File: config.mk
export PLATFORM = sky130hd
export DESIGN_NAME = i2c_slave_ctrl
export DESIGN_NICKNAME = d
export VERILOG_FILES = /design/src/rtl/i2c_pkg.sv /design/src/rtl/i2c_bit_shifter.sv /design/src/rtl/i2c_slave_ctrl.sv
export SDC_FILE = /design/constraint.sdc
export NUM_CORES = 1
export LEC_CHECK = 0
export ABC_CLOCK_PERIOD_IN_PS = 5500
export BUFFER_PORTS_ARGS = -buffer_cell sky130_fd_sc_hd__buf_2
export CELL_PAD_IN_SITES_DETAIL_PLACEMENT = 0
export CELL_PAD_IN_SITES_GLOBAL_PLACEMENT = 1
export CORE_UTILIZATION = 48
export CTS_CLUSTER_SIZE = 25
export DETAILED_ROUTE_END_ITERATION = 10
export PLACE_DENSITY = 0.83
export REMOVE_ABC_BUFFERS = 1
export SLEW_MARGIN = 20
export SYNTH_ARGS = -nofsm -noshare
export SYNTH_HDL_FRONTEND = slang
export SYNTH_SLANG_ARGS = --single-unit
File: constraint.sdc
create_clock -name CLK -period 5.5 [get_ports CLK]
set_clock_uncertainty 0.2 [all_clocks]
set_input_delay 0.55 -clock CLK [delete_from_list [all_inputs] [get_ports CLK]]
set_output_delay 0.55 -clock CLK [all_outputs]
set_load 0.01 [all_outputs]
File: src/rtl/i2c_pkg.sv
// Shared constants and FSM state encoding for the I2C slave byte controller.
// Imported by i2c_bit_shifter and i2c_slave_ctrl.
package i2c_pkg;

  localparam int   I2C_BYTE_W = 8;
  localparam logic I2C_ACK    = 1'b0;
  localparam logic I2C_NACK   = 1'b1;

  typedef enum logic [2:0] {
    IDLE,
    ADDR,
    ADDR_ACK,
    WR_DATA,
    WR_ACK,
    RD_DATA,
    RD_ACK,
    WAIT_STOP
  } i2c_state_t;

endpackage

File: src/rtl/i2c_bit_shifter.sv
// MSB-first shift register with parallel load and a 4-bit bit counter.
// Ports: CLK, RST (async low), clr/load/shift controls, shift_in, load_data -> data, cnt.
module i2c_bit_shifter
  import i2c_pkg::*;
#(
  parameter int W = I2C_BYTE_W
) (
  input  logic         CLK,
  input  logic         RST,
  input  logic         clr,
  input  logic         load,
  input  logic         shift,
  input  logic         shift_in,
  input  logic [W-1:0] load_data,
  output logic [W-1:0] data,
  output logic [3:0]   cnt
);

  always_ff @(posedge CLK or negedge RST) begin
    if (!RST) begin
      data <= '0;
      cnt  <= '0;
    end else if (clr) begin
      data <= '0;
      cnt  <= '0;
    end else if (load) begin
      data <= load_data;
      cnt  <= '0;
    end else if (shift) begin
      data <= {data[W-2:0], shift_in};
      cnt  <= cnt + 4'd1;
    end
  end

endmodule

File: src/rtl/i2c_slave_ctrl.sv
// I2C slave byte controller: address match, ACK, write (Rx) and read (Tx) bytes.
// Ports: CLK, RST, SCL, SDA, Start/Stop pulses, Tx_Data -> SDA_Drive_Low, Rx_*, Tx_Req, RW, Busy.
module i2c_slave_ctrl
  import i2c_pkg::*;
#(
  parameter logic [6:0] SLAVE_ADDR = 7'h50,
  parameter int         DATA_WIDTH = I2C_BYTE_W
) (
  input  logic                  CLK,
  input  logic                  RST,
  input  logic                  SCL,
  input  logic                  SDA,
  input  logic                  Start_Condition,
  input  logic                  Stop_Condition,
  input  logic [DATA_WIDTH-1:0] Tx_Data,
  output logic                  SDA_Drive_Low,
  output logic [DATA_WIDTH-1:0] Rx_Data,
  output logic                  Rx_Valid,
  output logic                  Tx_Req,
  output logic                  RW,
  output logic                  Busy
);

  i2c_state_t state;
  logic scl_q, scl_rise, scl_fall;
  // phase: in an ACK state, 0 = waiting for the fall that opens the
  // ACK bit, 1 = ACK bit in progress, next fall closes it
  logic phase;
  logic rx_pend;
  logic sh_clr, sh_load, sh_shift, sh_in;
  logic [DATA_WIDTH-1:0] sh_data, byte_nx;
  logic [3:0] sh_cnt;
  logic last_bit;

  assign scl_rise = SCL & ~scl_q;
  assign scl_fall = ~SCL & scl_q;
  assign last_bit = (sh_cnt == 4'd7);
  // the byte as it stands including the bit being sampled now
  assign byte_nx  = {sh_data[DATA_WIDTH-2:0], SDA};

  i2c_bit_shifter #(.W(DATA_WIDTH)) u_shift (
    .CLK      (CLK),
    .RST      (RST),
    .clr      (sh_clr),
    .load     (sh_load),
    .shift    (sh_shift),
    .shift_in (sh_in),
    .load_data(Tx_Data),
    .data     (sh_data),
    .cnt      (sh_cnt)
  );

  always_comb begin
    sh_clr   = 1'b0;
    sh_load  = 1'b0;
    sh_shift = 1'b0;
    sh_in    = SDA;
    if (Start_Condition || Stop_Condition) begin
      sh_clr = 1'b1;
    end else begin
      unique case (state)
        ADDR, WR_DATA: begin
          if (scl_rise) begin
            if (last_bit) sh_clr = 1'b1;
            else          sh_shift = 1'b1;
          end
        end
        ADDR_ACK, WR_ACK: begin
          if (scl_fall && phase) begin
            if (RW) sh_load = 1'b1;
            else    sh_clr  = 1'b1;
          end
        end
        RD_DATA: begin
          sh_in = 1'b0;
          if (scl_fall) begin
            if (last_bit) sh_clr = 1'b1;
            else          sh_shift = 1'b1;
          end
        end
        RD_ACK: begin
          if (scl_fall && phase) sh_load = 1'b1;
        end
        default: ;
      endcase
    end
  end

  always_ff @(posedge CLK or negedge RST) begin
    if (!RST) begin
      state         <= IDLE;
      phase         <= 1'b0;
      rx_pend       <= 1'b0;
      scl_q         <= 1'b1;
      SDA_Drive_Low <= 1'b0;
      Rx_Data       <= '0;
      Rx_Valid      <= 1'b0;
      Tx_Req        <= 1'b0;
      RW            <= 1'b0;
      Busy          <= 1'b0;
    end else begin
      scl_q    <= SCL;
      Tx_Req   <= 1'b0;
      rx_pend  <= 1'b0;
      Rx_Valid <= rx_pend;
      if (Stop_Condition) begin
        state         <= IDLE;
        phase         <= 1'b0;
        SDA_Drive_Low <= 1'b0;
        Busy          <= 1'b0;
      end else if (Start_Condition) begin
        state         <= ADDR;
        phase         <= 1'b0;
        SDA_Drive_Low <= 1'b0;
        Busy          <= 1'b0;
      end else begin
        unique case (state)
          ADDR: begin
            if (scl_rise && last_bit) begin
              if (byte_nx[DATA_WIDTH-1:1] == SLAVE_ADDR) begin
                RW    <= byte_nx[0];
                Busy  <= 1'b1;
                phase <= 1'b0;
                state <= ADDR_ACK;
              end else begin
                state <= WAIT_STOP;
              end
            end
          end
          ADDR_ACK, WR_ACK: begin
            if (scl_fall && !phase) begin
              SDA_Drive_Low <= ~I2C_ACK;
              phase         <= 1'b1;
            end else if (scl_fall) begin
              phase <= 1'b0;
              if (RW) begin
                SDA_Drive_Low <= ~Tx_Data[DATA_WIDTH-1];
                state         <= RD_DATA;
              end else begin
                SDA_Drive_Low <= 1'b0;
                state         <= WR_DATA;
              end
            end else if (scl_rise && phase && RW) begin
              Tx_Req <= 1'b1;
            end
          end
          WR_DATA: begin
            if (scl_rise && last_bit) begin
              Rx_Data <= byte_nx;
              rx_pend <= 1'b1;
              phase   <= 1'b0;
              state   <= WR_ACK;
            end
          end
          RD_DATA: begin
            if (scl_fall) begin
              if (last_bit) begin
                SDA_Drive_Low <= 1'b0;
                phase         <= 1'b0;
                state         <= RD_ACK;
              end else begin
                SDA_Drive_Low <= ~sh_data[DATA_WIDTH-2];
              end
            end
          end
          RD_ACK: begin
            if (scl_rise && !phase) begin
              if (SDA == I2C_NACK) begin
                state <= WAIT_STOP;
              end else begin
                Tx_Req <= 1'b1;
                phase  <= 1'b1;
              end
            end else if (scl_fall && phase) begin
              SDA_Drive_Low <= ~Tx_Data[DATA_WIDTH-1];
              phase         <= 1'b0;
              state         <= RD_DATA;
            end
          end
          default: ;
        endcase
      end
    end
  end

endmodule

==> impl_results.md <==
- Commonest cells after routing, fill and taps aside: dfrtp_1, buf_2, nor2_1
- PwrDens: 279 nW/um^2
- Area growth from synthesis to final layout: 12.9%
- Max stage delay cell, worst path: nor2_1
- Placeable core region: 3690 um^2
- Unrepaired setup endpoints after global routing: false
- Global-route layer with the greatest usage: met2
- Number of failing hold endpoints at the final stage: 0
- Fmax: 423 MHz
- Accumulated negative setup slack: 0 ns
- FF+latch count, synth: 30
- Clock Sink Count: 30
- Number of DRC violations after detailed-routing iteration 0: 112
- Setup repair bufs after CTS: 0
- Fraction of the yosys area taken by sequential cells: 0.406
- Stage delay of the slowest cell on the critical path: 0.68 ns
- Required time at the endpoint of the critical path: 5.51 ns
- Largest net degree at the start of global routing: 31
- ANT cells: 0
- Crit path max fanout: 11
- Total die area: 4110 um^2
- Max-slew violation count: 0
- M3 GR Usage: 0.0554
- Setup Crit Path Kind: in -> reg
- Reg area: 752 um^2
- Worst-path cell chain: buf_2, nor2_1, o31ai_1, a22o_2, nand2b_4, a21oi_1
- Remaining global-route overflow: 0
- Std cell rows: 22
- Final weighted congestion of routability-driven global placement: about 0.84
- Path type of the worst min-delay path: in -> async
- Post-route insts no fill: 243
- Post-synthesis compound-gate area fraction: 0.182
- Post-synth ARST share: 1.00
- Root buf cell: clkbuf_8
- Count of buffers from port buffering: 26
- CP Data Arrival Time: around 2.4 ns
- Number of placed instances with taps included: 236
- Number of warnings issued by yosys: 0
- Synth Area in XOR/XNOR: 0.0230
- Die extent in y: 64.1 um
- Worst-margin pin slew: approximately 0.9 ns
- Startpoint type of the worst setup path: input port
- Antenna violations before repair: 0
- Post-synthesis average cell area: 10.8 um^2
- Peak ir drop on the vdd network: around 140 uV
- Area of the mapped netlist: 1850 um^2
- Layout cell share with drive strength beyond 1: 0.287
- Cell count after synthesis: about 170
- Dominant combinational cell family by area after synthesis: simple AND/OR/NAND/NOR gates
- Reported leakage power: 1.02 nW
- Routed wirelength normalized by instance count: roughly 16 um
- Clk pin slew, worst setup/hold paths: 0.06 ns
- Number of buffers on the longest clock path: 2
- Number of maximum-capacitance violations: 0
- DRC violation count after routing: 0
- Wire length reported by the detailed router: approximately 4 mm
- Ports: 27
- Met1 track demand over resource: 0.271
- Met2 Resource Use GR: 0.346
- Biggest area consumer among synthesized cells: dfrtp_1
- First-pass GRT wire length: about 6.6 mm
- Total CTS buffers: 5
- Worst-skew pair later-pin latency: 0.28 ns
- Share of cell area taken by muxes after synthesis: 0.106
- Post-cts gate resize count: 0
- Adder and majority cell fraction of the synthesized area: 0.00676
- Detailed-routing iteration count for the pre-antenna-repair pass: 4
- Vias: ~1400
- Final Setup Violations: 0
- Number of flops mapped to enable cells by yosys: 0
- Per-cell via count in the routed design: about 6
- Filler cell count in the final layout: 334
- Unique masters post-synth: 58
- Min Tclk post-route: 2.36 ns
- Area of the multi-input gates: 1020 um^2
- Number of global-route vias before repair: 1410
- H-tree Lvls: 2
- Dominant synthesized flop cell: dfrtp_1
- Kind of capture point of the worst setup path: flip-flop
- TritonCTS clock tree: done
- HPWL after detailed placement: 2.82 mm
- Most common cell after layout, fill and taps aside: dfrtp_1
- Die Span X: around 64 um
- Area share of the largest cell type after synthesis: 0.392
- Leading post-synthesis cells by cell area: dfrtp_1, mux2_1, a211oi_2
- Worst R2R Path Depth: 4
- Simple-gate area share of the yosys netlist: 0.233
- Effective utilization at floorplan: 0.502
- Quantity of hold-fixing buffers added after cts: 0
- Count of nets after finishing: 210
- Final ANT Viol Nets: 0
- Result of the run: finished clean
- Period utilisation layout: 0.430
- Worst max-slew margin expressed relative to the limit: 0.412
- Total global-route track usage: 0.212
[synth_stat cells, types with 2 or more instances]
library cell   n
o21ai_0        5
nor3b_2        2
buf_4          3
nor2b_1        4
nand2b_1       3
o221ai_1       2
inv_1          4
nand3b_1       3
and4bb_1       2
a21oi_1        6
o31ai_1        2
nand3_1        3
mux2_1         9
and3_1         3
and3b_1        2
dfrtp_1       29
nor2_1        20
nand4_1        2
mux2i_1        8
nor3_1         5
a211oi_2       7
o211ai_2       2
nand2_1        5
xor2_1         2
buf_2          6
[cell families (layout without fill, tap and decap cells)]
logic type	after synthesis	after routing
flops	30	30
compound gates	38	38
xor+xnor	4	4
simple gates	67	67
buf+inv	14	37
mux	18	18
fa+ha+maj	1	1
[worst max-delay path, delay by kind of cell]
| family | cells | cell delay [ns] |
|---|---|---|
| AO/OA/AOI/OAI | 3 | 0.83 |
| buffers and inverters | 1 | 0.12 |
| AND/OR/NAND/NOR | 2 | 0.87 |
[flip-flops by register name (all words and copies together) (netlist names), 3 cells and up]
| register | cells |
|---|---|
| Rx_Data | 8 |
| u_shift.data | 7 |
| u_shift.cnt | 4 |
| state | 3 |
[power by group]
group / total, mW / switching [mW] / internal [mW]
clock: 0.227 / 0.0827 / 0.145
combinational: 0.0960 / 0.0522 / 0.0438
sequential: 0.259 / 0.0314 / 0.227
[cell type report]
class	instances	area share
Multi-Input combinational cell	128	0.488
Sequential cell	30	0.360
Clock buffer	6	0.0395
Tap cell	48	0.0287
Inverter	4	0.00719
Clock inverter	1	0.0144
Timing Repair Buffer	26	0.0623
[routing by layer]
metal	vias up	wire length, um
met3	9	203
met4	0	63
met1	710	1790
met5	-	0
li1	681	-
met2	44	1940
[metrics by stage]
stage	setup WS [ns]	area (um^2)	hold WS, ns	utilization	total power [mW]
floorplan	3.33	1790	0.0544	-	0.325
global placement	2.97	1980	0.132	0.536	0.357
detailed placement	2.91	1980	0.142	0.536	0.357
CTS	3.15	2090	0.124	0.566	0.587
global route	3.00	2090	0.156	0.566	0.608
finish	3.14	2090	0.110	0.566	0.582
[final timing paths]
check	to	slack [ns]	start
max in group asynchronous	Rx_Data[5]	4.55	RST
worst min register to register	Rx_Valid	0.15	rx_pend
worst max-delay path	u_shift.cnt[3]	3.14	Stop_Condition
worst min-delay path	SDA_Drive_Low	0.11	RST
worst max register to register	u_shift.data[5]	3.18	state[1]
min in group CLK	Rx_Valid	0.15	rx_pend
Note: power is estimated with default switching activity, not from simulation.
